### config.mk
export PLATFORM = sky130hd
export DESIGN_NAME = bus_arbiter
export DESIGN_NICKNAME = d
export VERILOG_FILES = /design/src/rtl/bus_arbiter.sv
export SDC_FILE = /design/constraint.sdc
export NUM_CORES = 1
export LEC_CHECK = 0
export ABC_AREA = 1
export BUFFER_PORTS_ARGS = -buffer_cell sky130_fd_sc_hd__buf_2
export CAP_MARGIN = 30
export CORE_ASPECT_RATIO = 1.2
export CORE_MARGIN = 2
export CORE_UTILIZATION = 57
export CTS_CLUSTER_SIZE = 16
export DETAILED_ROUTE_END_ITERATION = 7
export MAX_ROUTING_LAYER = met4
export PLACE_DENSITY = 0.8
export SYNTH_ARGS = -nofsm -noshare
export SYNTH_HDL_FRONTEND = slang
export SYNTH_SLANG_ARGS = --single-unit
export TNS_END_PERCENT = 20
### constraint.sdc
create_clock -name CLK -period 5.4 [get_ports CLK]
set_clock_uncertainty 0.05 [all_clocks]
set_input_delay 0.81 -clock CLK [delete_from_list [all_inputs] [get_ports CLK]]
set_output_delay 0.81 -clock CLK [all_outputs]
set_load 0.01 [all_outputs]
### src/rtl/bus_arbiter.sv
// rtl/bus_arbiter.sv - two-master AHB-style bus arbiter with lock timeout, retry and split handling
// Define ROUND_ROBIN_EN to alternate grants between two unlocked eligible masters (default: M1 > M2).
module bus_arbiter #(
   parameter int unsigned LOCK_TIMEOUT = 16
) (
   input  logic       CLK,
   input  logic       RST,
   input  logic       HREQ_1,
   input  logic       HLOCK_1,
   input  logic       HREQ_2,
   input  logic       HLOCK_2,
   input  logic [1:0] HSPLIT,
   input  logic [1:0] HRESP,
   input  logic       HREADY,
   output logic       HGRANT_1,
   output logic       HGRANT_2,
   output logic [1:0] HMAS,
   output logic       MLOCK,
   output logic [1:0] SEL,
   output logic       AB
);

   localparam int CW = (LOCK_TIMEOUT > 1) ? $clog2(LOCK_TIMEOUT + 1) : 1;

   localparam logic [1:0] RESP_ERROR = 2'b01;
   localparam logic [1:0] RESP_RETRY = 2'b10;
   localparam logic [1:0] RESP_SPLIT = 2'b11;

   // Encoding doubles as the HMAS owner code.
   typedef enum logic [1:0] {
      IDLE = 2'b00,
      GNT1 = 2'b01,
      GNT2 = 2'b10
   } state_t;

   state_t          state_q, state_d;
   logic [1:0]      sel_q;
   logic            mlock_q, mlock_d;
   logic [1:0]      split_q, split_d;
   logic [CW-1:0]   lock_cnt_q, lock_cnt_d;
   logic [CW-1:0]   lock_inc;
   logic            elig1, elig2;
   logic            timeout;
   logic            owner_lock;

`ifdef ROUND_ROBIN_EN
   logic last_q;  // 1: M2 was granted most recently

   function automatic state_t arb(input logic e1, input logic e2);
      if (e1 && e2 && !HLOCK_1 && !HLOCK_2) return last_q ? GNT1 : GNT2;
      if (e1) return GNT1;
      if (e2) return GNT2;
      return IDLE;
   endfunction
`else
   function automatic state_t arb(input logic e1, input logic e2);
      if (e1) return GNT1;
      if (e2) return GNT2;
      return IDLE;
   endfunction
`endif

   assign elig1    = HREQ_1 && !split_q[0];
   assign elig2    = HREQ_2 && !split_q[1];
   assign lock_inc = lock_cnt_q + CW'(1);
   assign timeout  = (LOCK_TIMEOUT != 0) && (lock_inc == CW'(LOCK_TIMEOUT));
   assign owner_lock = ((state_q == GNT1) && HLOCK_1) || ((state_q == GNT2) && HLOCK_2);

   always_comb begin
      state_d = state_q;
      split_d = split_q;
      if (HRESP == RESP_SPLIT) begin
         if (state_q == GNT1) split_d[0] = 1'b1;
         if (state_q == GNT2) split_d[1] = 1'b1;
      end
      split_d = split_d & ~HSPLIT;

      case (state_q)
         IDLE: state_d = arb(elig1, elig2);
         GNT1: begin
            case (HRESP)
               RESP_ERROR: state_d = arb(elig1, elig2);
               RESP_RETRY: state_d = elig2 ? GNT2 : GNT1;
               RESP_SPLIT: state_d = arb(1'b0, elig2);
               default: begin
                  if (HLOCK_1 && timeout)      state_d = arb(1'b0, elig2);
                  else if (HREQ_1 || HLOCK_1) state_d = GNT1;
                  else                        state_d = arb(elig1, elig2);
               end
            endcase
         end
         GNT2: begin
            case (HRESP)
               RESP_ERROR: state_d = arb(elig1, elig2);
               RESP_RETRY: state_d = elig1 ? GNT1 : GNT2;
               RESP_SPLIT: state_d = arb(elig1, 1'b0);
               default: begin
                  if (HLOCK_2 && timeout)      state_d = arb(elig1, 1'b0);
                  else if (HREQ_2 || HLOCK_2) state_d = GNT2;
                  else                        state_d = arb(elig1, elig2);
               end
            endcase
         end
         default: state_d = IDLE;
      endcase

      mlock_d    = ((state_d == GNT1) && HLOCK_1) || ((state_d == GNT2) && HLOCK_2);
      lock_cnt_d = (owner_lock && (state_d == state_q)) ? lock_inc : '0;
   end

   always_ff @(posedge CLK or negedge RST) begin
      if (!RST) begin
         state_q    <= IDLE;
         sel_q      <= 2'b00;
         mlock_q    <= 1'b0;
         split_q    <= 2'b00;
         lock_cnt_q <= '0;
`ifdef ROUND_ROBIN_EN
         last_q     <= 1'b1;
`endif
      end else if (HREADY) begin
         state_q    <= state_d;
         sel_q      <= state_q;
         mlock_q    <= mlock_d;
         split_q    <= split_d;
         lock_cnt_q <= lock_cnt_d;
`ifdef ROUND_ROBIN_EN
         if (state_d != IDLE) last_q <= (state_d == GNT2);
`endif
      end
   end

   assign HGRANT_1 = (state_q == GNT1);
   assign HGRANT_2 = (state_q == GNT2);
   assign HMAS     = state_q;
   assign MLOCK    = mlock_q;
   assign SEL      = sel_q;
   assign AB       = HGRANT_1 | HGRANT_2;

endmodule

==> metrics.md <==
| Metric | Value |
|---|---|
| Initial antenna violation count | 0 |
| Status | completed |
| Count of cell types in the netlist | 22 |
| R2r worst-path depth | 15 |
| Internal power | 0.2178 mW |
| Crit path from | HMAS[0] |
| Kind of critical path | flop to primary output |
| Worst Setup End Kind | primary output |
| CTS clock-pin slew for the worst setup and hold paths | 0.07 ns |
| Final Util | 67.33% |
| DRT Wirelength | approximately 1800 µm |
| First-pass GRT wire length | 3070 µm |
| I/O pin cnt | 19 |
| Hold Fails Final Rpt | 0 |
| CTS resizes | 0 |
| Vias per cell | 5.383 |
| Syn-to-layout area delta | 13.16% |
| Vias in the first global route | 770 |
| Sink Count | 12 |
| Flop2flop setup slack | 3.40 ns |
| Cell taking the most area after synthesis | dfrtp_1 |
| Crit path buffers/inverters | 2 |
| Filler cell count | 145 |
| Post-DP HPWL | about 1500 µm |
| CP peak stage delay | approximately 0.44 ns |
| Worst setup SP type | flop |
| Total Nets Final | 168 |
| Sequential area share after synthesis | about a third |
| Largest net degree at the start of global routing | 19 |
| Net Sw Power | between 0.15 and 0.2 mW |
| Final setup vio count | 0 |
| Worst path cell trace | inv_1, ha_1, buf_2 |
| CP max FO | 6 |
| Routed vias | 899 |
| Reg2reg end | lock_cnt_q[4] |
| Sequential power share | 34.4% |
| Final critical-path setup slack | 3.223 ns |
| Root Buffer | clkbuf_4 |
| Syn_area_per_cell | roughly 7.3 µm² |
| Power Density | 371.2 nW/µm² |
| Worst-Skew Late Latency | between 0.2 and 0.3 ns |
| #FFs+latches synth | 12 |
| Layout cells sized above 1 | 30.87% |
| ANT nets after route | 0 |
| Min-Delay Path Class | input port to async pin |
| Diode count | 0 |
| Total gr overflow | 0 |
| Worst vdd ir | 254.0 µV |
| Static Leak | slightly below 0.6 nW |
| Setup TNS | 0 ns |
| Yosys warning total | 0 |
| Starting Density | 59.49% |
| Place WS | 3.103 ns |
| DRC viols | 0 |
| Reg2reg start | lock_cnt_q[0] |
| Sw Share | about 45% |
| Netlist Area Pre-Place | 940.9 µm² |
| Cts hold-fix bufs | 0 |
| Final min period | 2.177 ns |
| Worst slew margin | between 80% and 90% |
| GP Congestion | 0.8285 |
| Total CTS buffers | 3 |
| Post-synth EDFFs | 0 |
| Power, Total | 0.3952 mW |
| Die area | 1993 µm² |
| First-pass detailed-route iteration total | 4 |
| Clock share of power | 13.5% |
| RSZ-0062 raised after global routing | false |
| Total track usage | 22.66% |
| Port Buffers | 18 |
| Fin. max-slew vios | 0 |
| Post-CTS Setup Inserts | 0 |
| Arr. time, crit path | 1.32 ns |
| Top cell type's share of synthesized area | between 30% and 40% |
| Synth area leaders | dfrtp_1 (32%), nand2_1 (16%), ha_1 (8.0%) |
| Core Region | 1582 µm² |
| Worst EP required | between 4 and 5 ns |
| Wire length per cell | 11.06 µm |
| Gate power share | around 52% |
| H-tree depth | 1 |
| Crit-path slowest cell | dfrtp_1 |
| Row count | 16 |
| Most used DFF post-synth | dfrtp_1 |
| Die X | 41.09 µm |
| Kind of cell adding the most delay to the critical path | flip-flops |
| Max Freq | between 400 and 500 MHz |
| Post-Synthesis Cells | 129 |
| Max-Cap Viols | 0 |
| Syn_nets | between 100 and 150 |
| Final cycle utilization of the critical path | 40.32% |
| Clk buf depth | 2 |
| Worst slew pin tran | 0.2719 ns |
| Synth async-reset ratio | 100.0% |
| CTS tree | built |
| Die extent in y | 48.51 µm |
| DR iter-0 viols | 20 |
## cell usage after synthesis, types with 2 or more instances
cell	number
a21oi_1	5
a31oi_1	2
dfrtp_1	12
ha_1	6
inv_1	11
inv_2	5
nand2_1	41
nand2_2	9
nand3_1	8
nand3_2	5
nand4_1	4
nor2_1	7
nor2_4	2
o21ai_1	4
## kinds of logic after synthesis
| logic type | count (synthesis) | share of synthesized area (%) |
|---|---|---|
| flip-flops | 12 | 31.92 |
| AND/OR/NAND/NOR | 80 | 42.95 |
| buffers and inverters | 19 | 10.11 |
| adder cells (fa/ha/maj) | 6 | 7.979 |
| AO/OA/AOI/OAI | 12 | 7.047 |
## layer usage
metal	up-vias	routed length [µm]	GRT usage, %
li1	458	-	-
met1	408	781	28.70
met2	28	923	35.16
met3	5	100	2.752
met4	0	42	9.677
met5	-	0	-
## cells in the final DEF (no fill, tap or decap)
| cell | count |
|---|---|
| a21oi_1 | 5 |
| a22o_1 | 1 |
| a31oi_1 | 2 |
| buf_2 | 18 |
| bufinv_8 | 1 |
| clkbuf_4 | 3 |
| dfrtp_1 | 12 |
| ha_1 | 6 |
| inv_1 | 11 |
| inv_2 | 5 |
| inv_4 | 1 |
| nand2_1 | 41 |
| nand2_2 | 9 |
| nand2_4 | 1 |
| nand3_1 | 8 |
| nand3_2 | 5 |
| nand3b_1 | 1 |
| nand4_1 | 4 |
| nor2_1 | 7 |
| nor2_2 | 1 |
| nor2_4 | 2 |
| nor3_1 | 1 |
| o21ai_1 | 4 |
## power by group through the flow
stage / clock, mW / sequential [mW] / combinational, mW
floorplan: 0 / 0.143 / 0.139
global route: 0.0590 / 0.140 / 0.229
CTS: 0.0552 / 0.136 / 0.208
detailed placement: 0 / 0.137 / 0.207
global placement: 0 / 0.137 / 0.202
finish: 0.0535 / 0.136 / 0.206
## sequential cells by signal (all words and copies together) (netlist names)
name,cells
HMAS,2
MLOCK,1
SEL,2
lock_cnt_q,5
split_q,2
## layout make-up
type / count / area [µm²] / share of cell area (%)
inverters: 18 / 83.83 / 7.873
flip-flops and latches: 12 / 300.3 / 28.20
clock buffers: 3 / 22.52 / 2.115
repair buffers: 18 / 90.09 / 8.461
well taps: 18 / 22.52 / 2.115
multi-input cells: 98 / 545.5 / 51.23
## how the worst max path moves through the flow
| stage | depth (start not counted) | slack (ns) | to |
|---|---|---|---|
| after floorplan | 15 | 3.44 | lock_cnt_q[2] |
| after global placement | 16 | 3.25 | lock_cnt_q[2] |
| after detailed placement | 16 | 3.10 | lock_cnt_q[4] |
| after CTS | 3 | 3.22 | HGRANT_2 |
| after global routing | 3 | 3.14 | HGRANT_2 |
| final | 3 | 3.22 | HGRANT_2 |
## worst reg2reg max path: cells and delay by family (launching register included)
family | cells | cell delay, ns
buffers and inverters | 1 | 0.05
adders and majority gates | 1 | 0.25
DFF | 1 | 0.44
and+or+nand+nor | 13 | 1.17
## stage by stage
stage	hold WS, ns	instance area, µm²	cells
2_1_floorplan	0.4205	940.9	129
3_3_place_gp	0.4103	1042	164
3_5_place_dp	0.4098	1042	164
4_1_cts	0.3545	1065	167
5_1_grt	0.3721	1065	167
6_report	0.3511	1065	167
(Power assumes the default switching activity.)
